===== config.mk =====
export PLATFORM = sky130hd
export DESIGN_NAME = vec_mem_sequencer
export DESIGN_NICKNAME = d
export VERILOG_FILES = /design/src/rtl/vec_mem_sequencer.sv
export SDC_FILE = /design/constraint.sdc
export NUM_CORES = 1
export LEC_CHECK = 0
export CAP_MARGIN = 20
export CORE_ASPECT_RATIO = 2
export CORE_UTILIZATION = 44
export CTS_CLUSTER_DIAMETER = 30
export CTS_CLUSTER_SIZE = 14
export DETAILED_ROUTE_END_ITERATION = 8
export MAX_ROUTING_LAYER = met4
export PLACE_DENSITY = 0.77
export SYNTH_ARGS = -nofsm -noshare
export SYNTH_HDL_FRONTEND = slang
export SYNTH_SLANG_ARGS = --single-unit

===== constraint.sdc =====
create_clock -name clk -period 12.6 [get_ports clk]
set_input_delay 1.26 -clock clk [delete_from_list [all_inputs] [get_ports clk]]
set_output_delay 1.26 -clock clk [all_outputs]
set_load 0.02 [all_outputs]

===== src/rtl/vec_mem_sequencer.sv =====
// vec_mem_sequencer
//   Memory-stage controller between the EX/MEM register and a word-wide data
//   memory. Splits one scalar or vector load/store into word beats, stalls the
//   pipeline while the sequence runs, and assembles vector load data.
//   One request in flight at a time.
//
// Ports
//   clk, rst                 clock (posedge), async active-high reset
//   mem_read, mem_write      stage request (write wins if both are high)
//   vector_op                1 = VEC_W/WORD_W beats, 0 = single beat
//   addr, wdata, rd_idx      base word address, store data, dest register
//   stall, busy              pipeline hold, FSM not idle
//   mem_req/we/addr/wdata    memory beat request
//   mem_ready                beat accepted when mem_req & mem_ready
//   mem_rvalid, mem_rdata    read data, one cycle after each accepted read beat
//   done, rdata_valid        completion pulse, load data valid (loads only)
//   rdata, wb_idx            assembled load data, latched rd_idx
module vec_mem_sequencer #(
   parameter int VEC_W  = 192,
   parameter int WORD_W = 32,
   parameter int ADDR_W = 16,
   parameter int IDX_W  = 4
) (
   input  logic              clk,
   input  logic              rst,
   input  logic              mem_read,
   input  logic              mem_write,
   input  logic              vector_op,
   input  logic [ADDR_W-1:0] addr,
   input  logic [VEC_W-1:0]  wdata,
   input  logic [IDX_W-1:0]  rd_idx,
   output logic              stall,
   output logic              busy,
   output logic              mem_req,
   output logic              mem_we,
   output logic [ADDR_W-1:0] mem_addr,
   output logic [WORD_W-1:0] mem_wdata,
   input  logic              mem_ready,
   input  logic              mem_rvalid,
   input  logic [WORD_W-1:0] mem_rdata,
   output logic              done,
   output logic              rdata_valid,
   output logic [VEC_W-1:0]  rdata,
   output logic [IDX_W-1:0]  wb_idx
);

   localparam int NBEATS = VEC_W / WORD_W;
   localparam int CNT_W  = $clog2(NBEATS + 1);

   localparam logic [1:0] S_IDLE  = 2'd0;
   localparam logic [1:0] S_ISSUE = 2'd1;
   localparam logic [1:0] S_DRAIN = 2'd2;
   localparam logic [1:0] S_DONE  = 2'd3;

   // Request snapshot taken in the accept cycle; the stage inputs are not
   // trusted afterwards.
   typedef struct packed {
      logic              is_wr;
      logic              vec;
      logic [ADDR_W-1:0] base;
      logic [VEC_W-1:0]  wdata;
      logic [IDX_W-1:0]  idx;
   } req_t;

   req_t             req_q, req_d;
   logic [1:0]       state_q, state_d;
   logic [CNT_W-1:0] beat_q, beat_d;
   logic [CNT_W-1:0] rbeat_q, rbeat_d;
   logic [VEC_W-1:0] rdata_q, rdata_d;

   logic             req_in;
   logic [CNT_W-1:0] nbeats;
   logic             last_beat;
   logic             capture;
   logic [WORD_W-1:0] beat_word;

   assign req_in    = mem_read | mem_write;
   assign nbeats    = req_q.vec ? CNT_W'(NBEATS) : CNT_W'(1);
   assign last_beat = (beat_q == nbeats - CNT_W'(1));

   // Read returns are only meaningful while a load is sequencing; the count
   // guard keeps a stray extra rvalid from walking past the vector.
   assign capture = ((state_q == S_ISSUE) || (state_q == S_DRAIN)) &&
                    mem_rvalid && !req_q.is_wr && (rbeat_q < nbeats);

   // Store word select for the current beat.
   always_comb begin
      beat_word = '0;
      for (int k = 0; k < NBEATS; k++)
         if (beat_q == CNT_W'(k))
            beat_word = req_q.wdata[k*WORD_W +: WORD_W];
   end

   always_comb begin
      state_d = state_q;
      req_d   = req_q;
      beat_d  = beat_q;
      rbeat_d = rbeat_q;
      rdata_d = rdata_q;

      if (capture) begin
         for (int k = 0; k < NBEATS; k++)
            if (rbeat_q == CNT_W'(k))
               rdata_d[k*WORD_W +: WORD_W] = mem_rdata;
         rbeat_d = rbeat_q + CNT_W'(1);
      end

      case (state_q)
         S_IDLE: begin
            if (req_in) begin
               req_d.is_wr = mem_write;
               req_d.vec   = vector_op;
               req_d.base  = addr;
               req_d.wdata = wdata;
               req_d.idx   = rd_idx;
               beat_d      = '0;
               rbeat_d     = '0;
               rdata_d     = '0;
               state_d     = S_ISSUE;
            end
         end
         S_ISSUE: begin
            if (mem_ready) begin
               beat_d = beat_q + CNT_W'(1);
               if (last_beat)
                  state_d = req_q.is_wr ? S_DONE : S_DRAIN;
            end
         end
         S_DRAIN: begin
            // Leave once the final return has been written this cycle.
            if (rbeat_d == nbeats)
               state_d = S_DONE;
         end
         default: state_d = S_IDLE;
      endcase
   end

   always_ff @(posedge clk or posedge rst) begin
      if (rst) begin
         state_q <= S_IDLE;
         req_q   <= '0;
         beat_q  <= '0;
         rbeat_q <= '0;
         rdata_q <= '0;
      end else begin
         state_q <= state_d;
         req_q   <= req_d;
         beat_q  <= beat_d;
         rbeat_q <= rbeat_d;
         rdata_q <= rdata_d;
      end
   end

   // Stall covers the accept cycle combinationally; it is masked during reset
   // so every output reads zero while rst is high.
   assign stall = !rst && (((state_q == S_IDLE) && req_in) ||
                           (state_q == S_ISSUE) || (state_q == S_DRAIN));
   assign busy  = (state_q != S_IDLE);

   assign mem_req   = (state_q == S_ISSUE);
   assign mem_we    = (state_q == S_ISSUE) && req_q.is_wr;
   assign mem_addr  = (state_q == S_ISSUE) ? req_q.base + ADDR_W'(beat_q) : '0;
   assign mem_wdata = (state_q == S_ISSUE) ? beat_word : '0;

   assign done        = (state_q == S_DONE);
   assign rdata_valid = (state_q == S_DONE) && !req_q.is_wr;
   assign rdata       = rdata_q;
   assign wb_idx      = req_q.idx;

endmodule


==> load_flow_metrics.sql, run 1 <==
INSERT INTO impl_metrics (metric_group, metric, value, unit) VALUES
('drt', 'routed_wl', '58800', 'um'),
('synth', 'ys_warn_count', '0', ''),
('synth', 'synth.distinct_cells', '46', ''),
('power', 'leakagePower', '12.2', 'nW'),
('die', 'std_cell_rows', '105', ''),
('place', 'gp_congestion', '0.938', ''),
('final_layout', 'most-common-layout-cells', '866 x nand2_1, 500 x clkdlybuf4s50_1, 414 x dfrtp_1', ''),
('worst_setup_path', 'r2r_start', 'state_q[0]', ''),
('synth', 'synth_nets', '2291', ''),
('synth', 'avgSynthCellArea', '9.02', 'sq um'),
('timing', 'fin_crit_sh', '0.440', ''),
('power', 'report.power.total', '5.75', 'mW'),
('clock_tree', 'clk_path_buf_depth', '3', ''),
('status', 'result_of_the_run', 'completed', ''),
('timing', 'setup-tns-final', '0', 'ps'),
('synth', 'synth_simple_gate_area_share', '0.220', ''),
('final_layout', 'syn_to_final_growth', '39.3', '%'),
('timing', 'grt_setup_unrepaired', 'false', ''),
('final_layout', 'final_design_area_no_fill', '25400', 'sq um'),
('worst_setup_path', 'setup.worst_path.end_class', 'output port', ''),
('power', 'sw_frac_of_total', '0.384', ''),
('power', 'power_per_cell_area', '227', 'nW/um^2'),
('drt', 'drt_first_iter_violations', '844', ''),
('die', 'die_x', '146', 'um'),
('synth', 'summed_instance_area_of_the_synthesized_netlist', '18200', 'sq um'),
('synth', 'post_synth_xor_area_fraction', '0.00625', ''),
('clock_tree', 'ctsHtreeMaxLevel', '2', ''),
('worst_setup_path', 'worst-endpoint-required', '11340', 'ps'),
('drt', 'drt_pass1_iterations', '7', ''),
('clock_tree', 'clkTransAtPathRegs', '60', 'ps'),
('clock_tree', 'clock_latency', '570', 'ps'),
('power', 'switchingPower', '2.21', 'mW'),
('global_routing', 'grt_util_all_layers', '0.283', ''),
('synth', 'async_reset_ff_frac', '1.00', ''),
('synth', 'synth_enable_flop_cells', '0', ''),
('synth', 'synth.ff_latch_count', '414', ''),
('worst_setup_path', 'regToRegSetupSlack', '8980', 'ps'),
('synth', 'synth_area_in_compound_gates', '0.0942', ''),
('power', 'comb_power_share', '0.369', ''),
('clock_tree', 'postCtsSetupBuffers', '0', ''),
('die', 'io_count', '501', ''),
('timing', 'timing.fmax', '181', 'MHz'),
('global_routing', 'grt_pass1_wl', '89800', 'um'),
('worst_hold_path', 'hold-path-cell-count', '2', ''),
('worst_hold_path', 'hold_path.class', 'reg -> reg', ''),
('final_layout', 'stdcell_count', '3041', ''),
('place', 'dp_hpwl', '39900', 'um'),
('worst_setup_path', 'startpoint', 'beat_q[1]', ''),
('place', 'placement.cell_area', '23400', 'sq um'),
('worst_hold_path', 'hold-path-endpoint', 'req_q[98]', ''),
('power', 'clock_power_share', '0.271', ''),
('clock_tree', 'clock-sinks', '414', ''),
('worst_setup_path', 'critical_path_arrival', '4280', 'ps'),
('final_layout', 'nNetsFinal', '2730', ''),
('timing', 'worst_clock_skew', '19.2', 'ps'),
('drt', 'via_count', '16158', ''),
('drt', 'vias_cell', '5.31', ''),
('timing', 'setup_violations', '0', ''),
('place', 'placed_cells', '2935', ''),
('die', 'floorplan.initialDensity', '0.446', ''),
('place', 'placement.io_buffers', '500', ''),
('final_layout', 'drive_gt1_frac', '0.0528', ''),
('synth', 'synth.mux.area_fraction', '0.0551', ''),
('power', 'sequentialPowerShare', '0.360', ''),
('die', 'die_area', '42300', 'sq um'),
('timing', 'slew_headroom', '0.261', ''),
('clock_tree', 'cts_tree', 'built', ''),
('timing', 'slew_violations', '0', ''),
('clock_tree', 'cts_hold_repair.buffers', '0', ''),
('timing', 'fin_worst_hold_slack', '478', 'ps'),
('drt', 'drc_errors_left', '0', '');
## area by class of cell
type	count	area (sq um)
Clock inverter	37	458
Clock buffer	59	1380
Sequential cell	414	10400
Tap cell	535	669
Inverter	18	71.3
Antenna cell	6	15.0
Timing Repair Buffer	524	5280
Fill cell	3360	15500
Multi-Input combinational cell	1448	7140
## power by group through the flow
stage | Sequential, mW | Clock [mW] | Combinational, mW
after floorplan | 2.12 | 0 | 1.24
after global placement | 2.06 | 0 | 2.05
after detailed placement | 2.08 | 0 | 2.10
after CTS | 2.06 | 1.58 | 2.11
after global routing | 2.12 | 1.64 | 2.33
final | 2.07 | 1.56 | 2.12
## worst max-delay path, stage by stage (launching register included)
cell,delay [ps]
dfrtp_1,430
inv_1,130
ha_2,480
nor2b_4,870
and3_1,260
buf_4,400
a22oi_1,160
o21ai_0,250
clkdlybuf4s50_1,720
## cells by family (layout without fill, tap and decap cells)
group                      Yosys count  count (layout)
muxes                              100             100
AOI/OAI and AO/OA                  284             284
adders and majority gates           21              21
other                                0               6
buffers and inverters              157             638
DFF                                414             414
and+or+nand+nor                   1030            1030
xor gates and xnor gates            13              13
## per-layer routing
metal  part of all wire  global-route usage  vias to the layer above
met3              0.066              0.0477                      197
met5                  0                   -                        -
met4              0.071               0.203                        0
met2               0.52               0.492                      740
met1               0.34               0.289                     7798
li1                   -                   -                     7423
## registers in the layout, indices dropped and copies added, names as in the netlist
signal	cells
rdata	192
rbeat_q	3
beat_q	3
wb_idx	4
req_q	210
state_q	2
## synthesized netlist by cell type (all sizes together) (2+ instances only)
cell | n | share of area
a211oi | 2 | 0.0011
a21o | 2 | 0.00082
a21oi | 100 | 0.027
a22oi | 94 | 0.039
and2 | 3 | 0.0010
and3 | 5 | 0.0017
buf | 65 | 0.022
clkbuf | 74 | 0.015
dfrtp | 414 | 0.57
ha | 20 | 0.014
inv | 17 | 0.0035
mux2 | 2 | 0.0012
mux2i | 98 | 0.054
nand2 | 866 | 0.18
nand3 | 13 | 0.0056
nand4 | 4 | 0.0014
nor2 | 119 | 0.025
nor2b | 8 | 0.0027
nor3 | 6 | 0.0016
nor4 | 2 | 0.00069
o21ai | 75 | 0.021
o31ai | 2 | 0.00082
or3 | 2 | 0.00069
xnor2 | 10 | 0.0048
xor2 | 3 | 0.0014
## how the worst max path moves through the flow
stage                     slack [ps]  cells past startpoint       endpoint
final                           7060                      8  mem_wdata[28]
after detailed placement        7660                      8  mem_wdata[28]
after global placement          7660                      8  mem_wdata[28]
after CTS                       7020                      8  mem_wdata[28]
after global routing            6830                      8  mem_wdata[28]
after floorplan                 5760                      1      beat_q[0]
Power figures use the tool's default switching activity.
==> run 2: changes to the inputs <==
==> constraint.sdc (replaced) <==
create_clock -name clk -period 4.68 [get_ports clk]
set_input_delay 0.468 -clock clk [delete_from_list [all_inputs] [get_ports clk]]
set_output_delay 0.468 -clock clk [all_outputs]
set_load 0.02 [all_outputs]
==> run 2 against run 1 <==
  * Clock skew grew 8.1 ps
  * First-iteration DRC count shrank 4.9%
  * Clock-buffer cell count shrank 5
  * Non-clock buffer count shrank 3
  * Setup slack lost 6600 ps
  * Final cell count shrank 0.59%
  * Utilization shrank 0.74 points
  * Global-route usage shrank 0.32 points
  * Combinational power grew to 2.7 times the previous value
  * Cell area shrank 1.2%
  * Largest power group unchanged
==> load_flow_metrics.sql, run 2 (synthesized netlist as in run 1, its figures left out) <==
INSERT INTO impl_metrics (metric_group, metric, value, unit) VALUES
('die', 'floorplan.initialDensity', '0.446', ''),
('worst_setup_path', 'setup.worst_path.end_class', 'output port', ''),
('timing', 'worst_slew_pin_slew', '1220', 'ps'),
('clock_tree', 'cts_tree', 'built', ''),
('timing', 'timing.fmax', '237', 'MHz'),
('run', 'max-cap-violations', '0', ''),
('die', 'io_count', '501', ''),
('place', 'dp_hpwl', '40100', 'um'),
('place', 'placement.cell_area', '23500', 'sq um'),
('die', 'die-height', '290', 'um'),
('power', 'switchingPower', '5.81', 'mW'),
('clock_tree', 'clock_latency', '560', 'ps'),
('clock_tree', 'cts_root_buffer', 'clkbuf_16', ''),
('worst_setup_path', 'critical_path_arrival', '3740', 'ps'),
('final_layout', 'multi_input_gate_area_in_the_final_layout', '7140', 'sq um'),
('clock_tree', 'ctsResizeCount', '0', ''),
('global_routing', 'grt_antenna_before_repair', '7', ''),
('die', 'std_cell_rows', '105', ''),
('global_routing', 'gr-usage-met1', '0.285', ''),
('power', 'sw_frac_of_total', '0.386', ''),
('final_layout', 'utilization', '0.614', ''),
('timing', 'finalHoldViolations', '0', ''),
('power', 'clock_power_share', '0.248', ''),
('final_layout', 'syn_to_final_growth', '37.6', '%'),
('timing', 'post_layout_minimum_cycle_time', '4210', 'ps'),
('die', 'die_area', '42300', 'sq um'),
('power', 'leakagePower', '12.1', 'nW'),
('clock_tree', 'ctsHtreeMaxLevel', '2', ''),
('clock_tree', 'postCtsSetupBuffers', '0', ''),
('global_routing', 'grt.met3_usage', '0.0452', ''),
('timing', 'setup_violations', '0', ''),
('global_routing', 'global_route.usage.met2', '0.486', ''),
('place', 'gp_congestion', '0.950', ''),
('die', 'placeableCoreArea', '40900', 'sq um'),
('drt', 'drc_errors_left', '0', ''),
('global_routing', 'grt_pass1_vias', '16354', ''),
('worst_setup_path', 'worst-endpoint-required', '4210', 'ps'),
('drt', 'routed_wl', '57900', 'um'),
('final_layout', 'final_design_area_no_fill', '25100', 'sq um'),
('timing', 'fin_crit_sh', '0.900', ''),
('timing', 'slew_headroom', '0.185', ''),
('timing', 'grt_setup_unrepaired', 'false', ''),
('timing', 'worst_clock_skew', '27.3', 'ps'),
('power', 'irDropWorstVdd', '0.604', 'mV'),
('global_routing', 'grt_remaining_overflow', '0', ''),
('worst_setup_path', 'setup.worst_path.class', 'reg -> out', ''),
('clock_tree', 'clk_path_buf_depth', '3', ''),
('place', 'placement.io_buffers', '500', ''),
('worst_setup_path', 'regToRegSetupSlack', '1890', 'ps'),
('power', 'comb_power_share', '0.379', ''),
('timing', 'setup-tns-final', '0', 'ps'),
('worst_hold_path', 'hold_path.class', 'in -> async', ''),
('worst_setup_path', 'setup.worst_path.start_class', 'flip-flop', ''),
('global_routing', 'grt_pass1_wl', '89100', 'um'),
('timing', 'slew_violations', '0', ''),
('drt', 'wl_per_cell', '19.2', 'um'),
('final_layout', 'nNetsFinal', '2721', ''),
('power', 'power_per_cell_area', '600', 'nW/um^2'),
('status', 'result_of_the_run', 'completed', ''),
('global_routing', 'grt.busiest_layer', 'met2', ''),
('final_layout', 'stdcell_count', '3023', ''),
('clock_tree', 'cts_inserted_buffers', '46', ''),
('worst_setup_path', 'cp_max_fo', '31', ''),
('clock_tree', 'clkTransAtPathRegs', '60', 'ps'),
('power', 'sequentialPowerShare', '0.373', ''),
('place', 'placed_cells', '2935', ''),
('final_layout', 'seqCellArea', '10400', 'sq um'),
('power', 'report.power.total', '15.0', 'mW'),
('final_layout', 'drive_gt1_frac', '0.0455', ''),
('final_layout', 'layout.filler_cells', '3429', ''),
('final_layout', 'most-common-layout-cells', '866 x nand2_1, 500 x clkdlybuf4s50_1, 414 x dfrtp_1', ''),
('drt', 'antenna_violating_nets_post_route', '0', ''),
('clock_tree', 'cts_hold_repair.buffers', '0', ''),
('power', 'internal_power', '9.22', 'mW'),
('final_layout', 'mostFrequentLayoutCell', 'nand2_1', ''),
('final_layout', 'largest_register_ffs', '210', ''),
('drt', 'vias_cell', '5.31', ''),
('drt', 'drt_first_iter_violations', '803', ''),
('global_routing', 'grt_util_all_layers', '0.280', ''),
('clock_tree', 'clock-sinks', '414', ''),
('final_layout', 'max_flop_register', 'req_q', ''),
('global_routing', 'largest_net_degree_at_the_start_of_global_routing', '212', ''),
('drt', 'via_count', '16049', ''),
('die', 'die_x', '146', 'um'),
('drt', 'drt_pass1_iterations', '6', '');
## run 2: cell types whose count changed in the layout (fill, tap and decap cells not counted)
| cell | before | now |
|---|---|---|
| buf_12 | 1 | 7 |
| clkbuf_16 | 53 | 47 |
| clkinvlp_4 | 8 | 2 |
| buf_4 | 19 | 14 |
| buf_16 | 4 | 0 |
| inv_6 | 9 | 6 |
| bufinv_16 | 7 | 5 |
| clkbuf_8 | 3 | 4 |
| clkinv_2 | 5 | 6 |
| clkinv_4 | 6 | 5 |
| clkinv_8 | 1 | 0 |
| diode_2 | 6 | 7 |
| inv_8 | 2 | 3 |
## run 2: path summary, 6_finish.rpt
check,from,end,depth (start not counted)
max,beat_q[1],mem_wdata[27],8
min,rst,req_q[213],2
max reg2reg,req_q[212],rdata[139],8
min reg2reg,req_q[92],req_q[92],2
max in group asynchronous,rst,rdata[60],3
min in group clk,wdata[139],req_q[143],3
## run 2: critical path, stage by stage, from the launching register on
cell and delay, ps:
dfrtp_1 440, inv_1 170, ha_1 240, nor2b_4 570, and3_1 240, buf_4 380
a22oi_1 170, o21ai_0 250, clkdlybuf4s50_1 710
## run 2: per-layer routing
metal | vias to the layer above | wire length (um) | part of all wire
met3 | 212 | 3240 | 0.056
met5 | - | 0 | 0
met2 | 659 | 30300 | 0.52
li1 | 7393 | - | -
met1 | 7785 | 19900 | 0.34
met4 | 0 | 4420 | 0.076
## run 2: power by group through the flow
| stage | clock (mW) | sequential [mW] | combinational (mW) |
|---|---|---|---|
| global route | 3.94 | 5.73 | 6.26 |
| CTS | 3.80 | 5.59 | 5.71 |
| global placement | 0 | 5.61 | 5.51 |
| floorplan | 0 | 5.71 | 3.35 |
| detailed placement | 0 | 5.63 | 5.67 |
| finish | 3.73 | 5.61 | 5.70 |
## run 2: cell type report
cell class	count	area share
Clock buffer	54	0.0496
Antenna cell	7	0.000699
Sequential cell	414	0.413
Inverter	18	0.00284
Multi-Input combinational cell	1448	0.285
Clock inverter	26	0.0127
Timing Repair Buffer	521	0.209
Tap cell	535	0.0267
## run 2: through the flow
step / hold slack (ps) / worst slack [ps]
6_report: 217 / 467
2_1_floorplan: 445 / -1370
3_3_place_gp: 458 / 1230
3_5_place_dp: 464 / 1100
4_1_cts: 182 / 482
5_1_grt: 208 / 328
